==> config.mk <==
export PLATFORM = sky130hd
export DESIGN_NAME = seg_scan_driver
export DESIGN_NICKNAME = d
export VERILOG_FILES = /design/src/rtl/seg_pkg.sv /design/src/rtl/seg_hex_decode.sv /design/src/rtl/seg_scan_driver.sv
export SDC_FILE = /design/constraint.sdc
export NUM_CORES = 1
export LEC_CHECK = 0
export CORE_MARGIN = 5
export CORE_UTILIZATION = 54
export DETAILED_ROUTE_END_ITERATION = 8
export PLACE_DENSITY = 0.88
export SYNTH_ARGS = -nofsm -noshare
export SYNTH_HDL_FRONTEND = slang
export SYNTH_SLANG_ARGS = --single-unit
==> constraint.sdc <==
create_clock -name clk -period 2.7 [get_ports clk]
set_clock_uncertainty 0.1 [all_clocks]
set_input_delay 0.81 -clock clk [delete_from_list [all_inputs] [get_ports clk]]
set_output_delay 0.81 -clock clk [all_outputs]
set_load 0.05 [all_outputs]
==> src/rtl/seg_pkg.sv <==
// Shared 7-segment definitions: blank code, glyph table and position-to-nibble mapping,
// used by both the puzzle encoders and the display driver.
package seg_pkg;

    localparam int unsigned NUM_POS   = 8;
    localparam int unsigned BUS_W     = 4 * NUM_POS;
    localparam int unsigned POS_W     = 3;
    localparam int unsigned NIBBLE_W  = 4;
    localparam int unsigned PATTERN_W = 8;

    localparam logic [NIBBLE_W-1:0] BLANK_NIBBLE = 4'hF;

    // Active-high {g,f,e,d,c,b,a} per nibble value; F is the blank glyph.
    localparam logic [6:0] SEG_TABLE [16] = '{
        7'h3F, 7'h06, 7'h5B, 7'h4F,
        7'h66, 7'h6D, 7'h7D, 7'h07,
        7'h7F, 7'h6F, 7'h77, 7'h7C,
        7'h39, 7'h5E, 7'h79, 7'h00
    };

    // Each byte is packed [tens][ones] with the low nibble shown on the left digit.
    function automatic logic [POS_W-1:0] pos_to_nibble(input logic [POS_W-1:0] p);
        return 3'd6 - {p[2:1], 1'b0} + {2'b00, p[0]};
    endfunction

    function automatic logic [NIBBLE_W-1:0] nibble_at(input logic [BUS_W-1:0] bus,
                                                      input logic [POS_W-1:0] p);
        logic [4:0] lsb;
        lsb = {pos_to_nibble(p), 2'b00};
        return bus[lsb +: 4];
    endfunction

endpackage

==> src/rtl/seg_hex_decode.sv <==
// Combinational nibble + decimal point to active-high {dp,g,f,e,d,c,b,a} pattern.
module seg_hex_decode
    import seg_pkg::*;
(
    input  logic [NIBBLE_W-1:0]  nibble,
    input  logic                 dp,
    output logic [PATTERN_W-1:0] pattern_c
);

    always_comb begin
        pattern_c = {dp, SEG_TABLE[nibble]};
    end

endmodule

==> src/rtl/seg_scan_driver.sv <==
// 8-digit time-multiplexed 7-segment scanner with per-frame tear-free shadowing,
// guard-band blanking between digits, per-digit decimal point and blink.
module seg_scan_driver
    import seg_pkg::*;
#(
    parameter int unsigned SCAN_DIV       = 20000,
    parameter int unsigned GUARD          = 200,
    parameter int unsigned BLINK_FRAMES   = 64,
    parameter bit          COM_ACTIVE_LOW = 1'b1,
    parameter bit          SEG_ACTIVE_LOW = 1'b1
) (
    input  logic                 clk,
    input  logic                 rst_n,
    input  logic [BUS_W-1:0]     seg_display,
    input  logic [NUM_POS-1:0]   dp_en,
    input  logic [NUM_POS-1:0]   blink_en,
    input  logic                 display_on,
    output logic [NUM_POS-1:0]   seg_com,
    output logic [PATTERN_W-1:0] seg_data,
    output logic                 frame_tick
);

    localparam int unsigned DIV_W = $clog2(SCAN_DIV);
    localparam int unsigned FRM_W = (BLINK_FRAMES > 1) ? $clog2(BLINK_FRAMES) : 1;

    localparam logic [DIV_W-1:0]     DIV_LAST = DIV_W'(SCAN_DIV - 1);
    localparam logic [FRM_W-1:0]     FRM_LAST = FRM_W'(BLINK_FRAMES - 1);
    localparam logic [NUM_POS-1:0]   COM_IDLE = COM_ACTIVE_LOW ? 8'hFF : 8'h00;
    localparam logic [PATTERN_W-1:0] SEG_IDLE = SEG_ACTIVE_LOW ? 8'hFF : 8'h00;

    logic [DIV_W-1:0]     div_cnt,      div_nxt;
    logic [POS_W-1:0]     pos,          pos_nxt;
    logic [FRM_W-1:0]     frm_cnt,      frm_nxt;
    logic                 blink_ph,     blink_ph_nxt;
    logic [BUS_W-1:0]     shadow_disp,  shadow_disp_nxt;
    logic [NUM_POS-1:0]   shadow_dp,    shadow_dp_nxt;
    logic [NUM_POS-1:0]   shadow_blink, shadow_blink_nxt;
    logic [NUM_POS-1:0]   seg_com_nxt;
    logic [PATTERN_W-1:0] seg_data_nxt;
    logic                 frame_tick_nxt;

    logic                 slot_end_c;
    logic                 frame_end_c;
    logic                 lit_c;
    logic                 blank_c;
    logic [NIBBLE_W-1:0]  nibble_c;
    logic [PATTERN_W-1:0] pattern_c;
    logic [NUM_POS-1:0]   com_act_c;
    logic [PATTERN_W-1:0] seg_act_c;

    seg_hex_decode u_decode (
        .nibble    (nibble_c),
        .dp        (shadow_dp[pos]),
        .pattern_c (pattern_c)
    );

    // Scan/shadow/blink state and registered pin drivers.
    always_ff @(posedge clk or negedge rst_n) begin
        if (!rst_n) begin
            div_cnt      <= '0;
            pos          <= '0;
            frm_cnt      <= '0;
            blink_ph     <= 1'b0;
            shadow_disp  <= '1;
            shadow_dp    <= '0;
            shadow_blink <= '0;
            seg_com      <= COM_IDLE;
            seg_data     <= SEG_IDLE;
            frame_tick   <= 1'b0;
        end else begin
            div_cnt      <= div_nxt;
            pos          <= pos_nxt;
            frm_cnt      <= frm_nxt;
            blink_ph     <= blink_ph_nxt;
            shadow_disp  <= shadow_disp_nxt;
            shadow_dp    <= shadow_dp_nxt;
            shadow_blink <= shadow_blink_nxt;
            seg_com      <= seg_com_nxt;
            seg_data     <= seg_data_nxt;
            frame_tick   <= frame_tick_nxt;
        end
    end

    // Next-state and next-output logic.
    always_comb begin
        div_nxt          = div_cnt + DIV_W'(1);
        pos_nxt          = pos;
        frm_nxt          = frm_cnt;
        blink_ph_nxt     = blink_ph;
        shadow_disp_nxt  = shadow_disp;
        shadow_dp_nxt    = shadow_dp;
        shadow_blink_nxt = shadow_blink;

        slot_end_c  = (div_cnt == DIV_LAST);
        frame_end_c = slot_end_c && (pos == 3'd7);

        if (slot_end_c) begin
            div_nxt = '0;
            pos_nxt = pos + 3'd1;
        end

        if (frame_end_c) begin
            shadow_disp_nxt  = seg_display;
            shadow_dp_nxt    = dp_en;
            shadow_blink_nxt = blink_en;
            if (frm_cnt == FRM_LAST) begin
                frm_nxt      = '0;
                blink_ph_nxt = ~blink_ph;
            end else begin
                frm_nxt = frm_cnt + FRM_W'(1);
            end
        end

        // Blinked digits keep their common asserted but drive no segments.
        nibble_c  = nibble_at(shadow_disp, pos);
        blank_c   = blink_ph && shadow_blink[pos];
        lit_c     = (32'(div_cnt) >= GUARD) && display_on;
        com_act_c = lit_c ? (8'b0000_0001 << pos) : 8'h00;
        seg_act_c = (lit_c && !blank_c) ? pattern_c : 8'h00;

        seg_com_nxt    = COM_ACTIVE_LOW ? ~com_act_c : com_act_c;
        seg_data_nxt   = SEG_ACTIVE_LOW ? ~seg_act_c : seg_act_c;
        frame_tick_nxt = frame_end_c;
    end

endmodule

Word-level counts from Yosys, hierarchy flattened
Memory sizes are Yosys's and may differ from the RTL's.
Index checks and enable logic that the tools add are counted.
- register bits: 90
- latch bits: 0
- bits in writable memories: 0
- ROM bits: 112
- input bits: 51
- output and inout port bits: 17
- logic and storage cells: 44
- memories: 1
- memory list (name ; depth ; width ; read ports ; clocked after Yosys merged registers in ; write ports ; line ; text):
    (no name shown) ; 16 ; 7 ; 1 ; 0 ; 0 ; seg_hex_decode.sv:11 ; pattern_c = {dp, SEG_TABLE[nibble]};
- add/sub/neg operators: 5
- multiply operators: 0
- div/mod/pow operators: 0
- order comparisons: 3
- equality and inequality tests: 3
- shift operators: 2
- multiplexer cells: 10
- bitwise operators: 4
- reductions and logical operators: 6
- operators with widths (cell ; number):
    variable part select 32 x 6 -> 4 bit ; 1
    2-to-1 mux 8 bit ; 2
    NOT 8 bit ; 2
    adder 15 x 1 -> 15 bit, second input constant ; 1
    equality test 15 bit, second input constant ; 1
    greater-or-equal comparator 15 x 8 -> 1 bit, second input constant ; 1
    2-to-1 mux 15 bit ; 1
    2-to-1 mux 7 bit ; 2
    << shifter 1 x 3 -> 8 bit, first input constant ; 1
    adder 6 x 1 -> 6 bit, second input constant ; 1
    binary-select mux 1 bit (select 3 bit) ; 2
    equality test 6 bit, second input constant ; 1
    2-to-1 mux 6 bit ; 1
    greater-or-equal comparator 5 bit, second input constant ; 1
    NOT 4 -> 5 bit ; 1
    logical AND 1 bit ; 4
    less-than comparator 3 x 4 -> 1 bit, second input constant ; 1
    adder 3 x 1 -> 3 bit ; 1
    adder 3 x 1 -> 3 bit, second input constant ; 1
    equality test 3 bit, second input constant ; 1
    subtractor 3 bit, first input constant ; 1
    2-to-1 mux 1 bit ; 2
    AND reduction 2 bit ; 1
    logical NOT 1 bit ; 1
    NOT 1 bit ; 1

Logic depth before layout (Yosys ltp)
- word-level depth: 9
- depth in mapped cells: 9

Hierarchy
From an unflattened synthesis, not the netlist that was laid out.
- cell total of the unflattened synthesis: 331
- area total of the unflattened synthesis: 4319.1 µm²
- by module, submodules not included (module ; instances ; cells an instance ; area each (µm²) ; sequential area each (µm²)):
    seg_scan_driver ; 1 ; 290 ; 4026.4 ; 2312.2
    seg_hex_decode ; 1 ; 41 ; 292.8 ; 0.0

Worst setup path before layout
No wires, ideal clock.
- kind: reg-to-reg
- from: register div_cnt[0]
- to: register frm_cnt[1]
- arrival time: 2142 ps
- slack: 333 ps
- stages on the path, launching flop included: 9
- period minus slack after synthesis: 2367 ps
- cell sequence: dfrtp_1 -> ha_1 -> nand4_1 -> nor4_4 -> and2_1 -> buf_4 -> buf_8 -> buf_12 -> mux2_4
- cells in the longest elaborated chain, start to end: 2
- RTL lines (element ; line ; text):
    from (decl) ; seg_scan_driver.sv:31 ; logic [DIV_W-1:0] div_cnt, div_nxt;
    from (signal assigned) ; seg_scan_driver.sv:71 ; div_cnt <= div_nxt;
    equality test 15 bit ; seg_scan_driver.sv:94 ; slot_end_c = (div_cnt == DIV_LAST);
    logical AND 1 bit ; seg_scan_driver.sv:95 ; frame_end_c = slot_end_c && (pos == 3'd7);
    to (signal assigned) ; seg_scan_driver.sv:73 ; frm_cnt <= frm_nxt;
    to (decl) ; seg_scan_driver.sv:33 ; logic [FRM_W-1:0] frm_cnt, frm_nxt;
Every way passes these cells.
A chain may end at the register's enable or synchronous reset.

Final worst setup path
- from: register seg_data[7]
- to: output port seg_data[7]
- RTL lines (element ; line ; text):
    from (decl) ; seg_scan_driver.sv:19 ; output logic [PATTERN_W-1:0] seg_data,
    from (signal assigned) ; seg_scan_driver.sv:79 ; seg_data <= seg_data_nxt;
No word-level cell between the ends.

==> impl_metrics.ini <==
[run_status]
run_status = finished, final reports clean

[clock_tree]
cts-htree-levels = 3
cts.root.buffer_cell = sky130_fd_sc_hd__clkbuf_8
post_cts.repair.setup_buffers = 0
cts_hold_repair.buffers = 0
worst_setup_hold_path_clk_slew_ns = 0.09
clock_insertion_delay_worst_skew_ns = 0.36
cts.sinks = 90
clock_tree.buffer_depth = 2
tritoncts_clock_tree = yes
cts_buffers = 9
post_cts_resized = 0

[synth]
mappedNetlistArea_um2 = 4340
yosysUniqueCellTypes = 46
synth_flop_cell = sky130_fd_sc_hd__dfstp_2
yosysWarnings = 0
number_of_flops_mapped_to_enable_cells_by_yosys = 0
syn_nets = 388
synth_async_sr_flop_share_pct = 100
synth-seq-cells = 90
synth.avg_cell_area_um2 = 13.4
synth.yosys.seq_area_share_pct = 53.3
synthesis.instances = 323

[setup_path]
slowest_library_cell_on_the_worst_path = sky130_fd_sc_hd__clkdlybuf4s50_1
crit_path_cell_trace = clkdlybuf4s50_1
crit_required_ns = 1.79
crit_buf_inv = 1
timing.critical_path.arrival_ns = 1.69
startpoint_class = flop
critPathKind = flop to output pin
critPathMaxFanout = 1
cpPeakStageDelay_ns = 0.80
timing.critical_path.max_delay_family = buffers and inverters
crit_path_end_kind = output pin

[placement]
dpl-instance-area_um2 = 5150
gpl.final_weighted_congestion = 0.882
pre_cts_slack_ns = 0.278
place.port_buffers = 67
placed_wire_length_estimate_um = 6780

[global_routing]
grt_pass1_wl_um = 14800
grt_start_max_net_pins = 50
globalRoute.totalOverflow = 0
antenna_found_initial = 0
groute.usage.overall_pct = 19.0
grt_pass1_vias = 2952

[timing]
timing.slew.headroom_pct = 60.3
final_hold_viol_count = 0
tightest_slew_ns = 0.584
setup_repair_after_global_routing_missed_its_margin = no
timing.setup.tns_ns = 0
final_critical_path_setup_slack_ns = 0.0968
max_freq_mhz = 384
final_min_period_over_clock_period_pct = 96.4
setup_viol = 0
slew_viol_final = 0
finalCriticalPeriod_ns = 2.60

[cells_and_area]
multi_input_area_um2 = 1880
nets = 463
drive_above_1_share_pct = 36.0
antenna-diode-count = 0
syn2layout_area_growth_pct = 22.5
postLayoutCellArea_um2 = 5320
area.sequential_um2 = 2310
fill_cells = 539

[route]
pre_repair_dr_iteration_count = 5
antenna_violating_nets_post_route = 0
drcViolationCount = 0
wl_per_cell_um = 17.7
route.final.wire_length_um = 8960
via_count = 2837
detailedRoute.firstIterationViolations = 140
via_cell_ratio = 5.62

[floorplan]
placement_rows = 32
core-area_um2 = 7770
die_w_um = 99.7
design.portCount = 68
start_util_pct = 55.9
die-area_um2 = 9930
fp.dieH_um = 99.7

[flow_run]
timing.max_cap.violations = 0

[power]
power.density_nw_per_um2 = 426
cellLeakagePower_nw = 2.25
ir_worst_vdd_mv = 0.347
finalPower_mw = 2.27

[hold_path]
path_class_of_the_lowest_slack_min_delay_path = primary input to asynchronous set/reset pin
-- Yosys cell counts, types with 2 or more instances --
cell	n	area share [%]
sky130_fd_sc_hd__nor2b_1	2	0.29
sky130_fd_sc_hd__nand2_1	20	1.7
sky130_fd_sc_hd__buf_4	4	0.69
sky130_fd_sc_hd__nand3b_1	2	0.35
sky130_fd_sc_hd__o31ai_1	2	0.35
sky130_fd_sc_hd__mux4_2	12	6.2
sky130_fd_sc_hd__inv_1	12	1.0
sky130_fd_sc_hd__o21ai_0	2	0.23
sky130_fd_sc_hd__xor2_1	5	1.0
sky130_fd_sc_hd__xnor2_1	12	2.4
sky130_fd_sc_hd__mux2_2	42	11
sky130_fd_sc_hd__dfrtp_1	42	24
sky130_fd_sc_hd__a32oi_1	2	0.40
sky130_fd_sc_hd__nor2_1	17	1.5
sky130_fd_sc_hd__nor4_1	4	0.58
sky130_fd_sc_hd__dfstp_2	48	29
sky130_fd_sc_hd__o211ai_1	4	0.69
sky130_fd_sc_hd__ha_1	14	4.0
sky130_fd_sc_hd__or3_1	2	0.29
sky130_fd_sc_hd__mux2_4	10	3.5
sky130_fd_sc_hd__nor3_1	3	0.35
sky130_fd_sc_hd__mux2i_1	7	1.6
sky130_fd_sc_hd__clkbuf_1	6	0.52
sky130_fd_sc_hd__buf_2	2	0.23
sky130_fd_sc_hd__and2_1	3	0.43
sky130_fd_sc_hd__nand3_1	19	2.2
sky130_fd_sc_hd__nand4_1	6	0.86
-- metal layers --
layer  up-vias  wire length [um]  global-route usage (%)
met5         -                 0                       0
met1      1388              3750                    25.4
met2       129              4390                    29.9
met3        22               563                    4.07
li1       1298                 -                       -
met4         0               253                    8.82
-- power breakdown --
group	switching (mW)	internal (mW)	total, mW
Clock	0.474	0.334	0.809
Sequential	0	1.35	1.35
Combinational	0.0377	0.0680	0.106
-- area by class of cell --
type,count,area share [%]
Sequential cell,90,43.5
Multi-Input combinational cell,206,35.4
Timing Repair Buffer,78,14.6
Clock buffer,10,2.40
Tap cell,102,2.40
Inverter,13,0.918
Clock inverter,6,0.777
-- cells in the final DEF (no fill, tap or decap), types with 3 or more instances in the layout --
cell / n
sky130_fd_sc_hd__inv_1: 12
sky130_fd_sc_hd__nor2_1: 17
sky130_fd_sc_hd__clkdlybuf4s50_1: 66
sky130_fd_sc_hd__mux2i_1: 7
sky130_fd_sc_hd__clkbuf_8: 9
sky130_fd_sc_hd__clkinvlp_4: 3
sky130_fd_sc_hd__buf_4: 10
sky130_fd_sc_hd__o211ai_1: 4
sky130_fd_sc_hd__nor3_1: 3
sky130_fd_sc_hd__dfstp_2: 48
sky130_fd_sc_hd__nand3_1: 19
sky130_fd_sc_hd__xnor2_1: 12
sky130_fd_sc_hd__nand4_1: 6
sky130_fd_sc_hd__ha_1: 14
sky130_fd_sc_hd__mux2_2: 42
sky130_fd_sc_hd__nand2_1: 20
sky130_fd_sc_hd__mux4_2: 12
sky130_fd_sc_hd__mux2_4: 10
sky130_fd_sc_hd__xor2_1: 5
sky130_fd_sc_hd__dfrtp_1: 42
sky130_fd_sc_hd__nor4_1: 4
-- per-stage QoR --
| step | instances | utilization [%] | hold slack (ns) |
|---|---|---|---|
| 6_report | 505 | 68.4 | 0.362 |
| 5_1_grt | 505 | 68.4 | 0.400 |
| 4_1_cts | 505 | 68.4 | 0.371 |
| 3_5_place_dp | 489 | 66.3 | 0.393 |
| 3_3_place_gp | 489 | 66.3 | 0.385 |
| 2_1_floorplan | 323 | - | 0.352 |
-- registers in the layout (all words and copies together), names as in the netlist --
name          cells
frame_tick        1
blink_ph          1
frm_cnt           6
div_cnt          15
seg_com           8
shadow_disp      32
pos               3
seg_data          8
shadow_blink      8
shadow_dp         8
-- final timing paths --
kind	start	endpoint	slack [ns]	cells after the start
worst max register to register	pos[1]$_DFFE_PN0N_	seg_data[0]$_DFF_PN1_	0.23	7
worst min-delay path	rst_n	shadow_blink[1]$_DFFE_PN0N_	0.36	1
worst max-delay path	seg_data[7]$_DFF_PN1_	seg_data[7]	0.1	1
min in group clk	div_cnt[13]$_DFF_PN0_	div_cnt[13]$_DFF_PN0_	0.40	1
max in group asynchronous	rst_n	shadow_disp[10]$_DFFE_PN1N_	1.47	2
worst min register to register	div_cnt[13]$_DFF_PN0_	div_cnt[13]$_DFF_PN0_	0.40	1
-- cells by family (layout without fill, tap and decap cells) --
group           Yosys count  count (layout)  synth area share (%)
compound gates           19              19                  3.34
buf+inv                  27             107                  3.37
fa+ha+maj                14              14                  4.04
flops                    90              90                  53.3
mux                      72              72                  22.5
simple gates             84              84                  10.0
xor+xnor                 17              17                  3.43
Power figures use the tool's default switching activity.
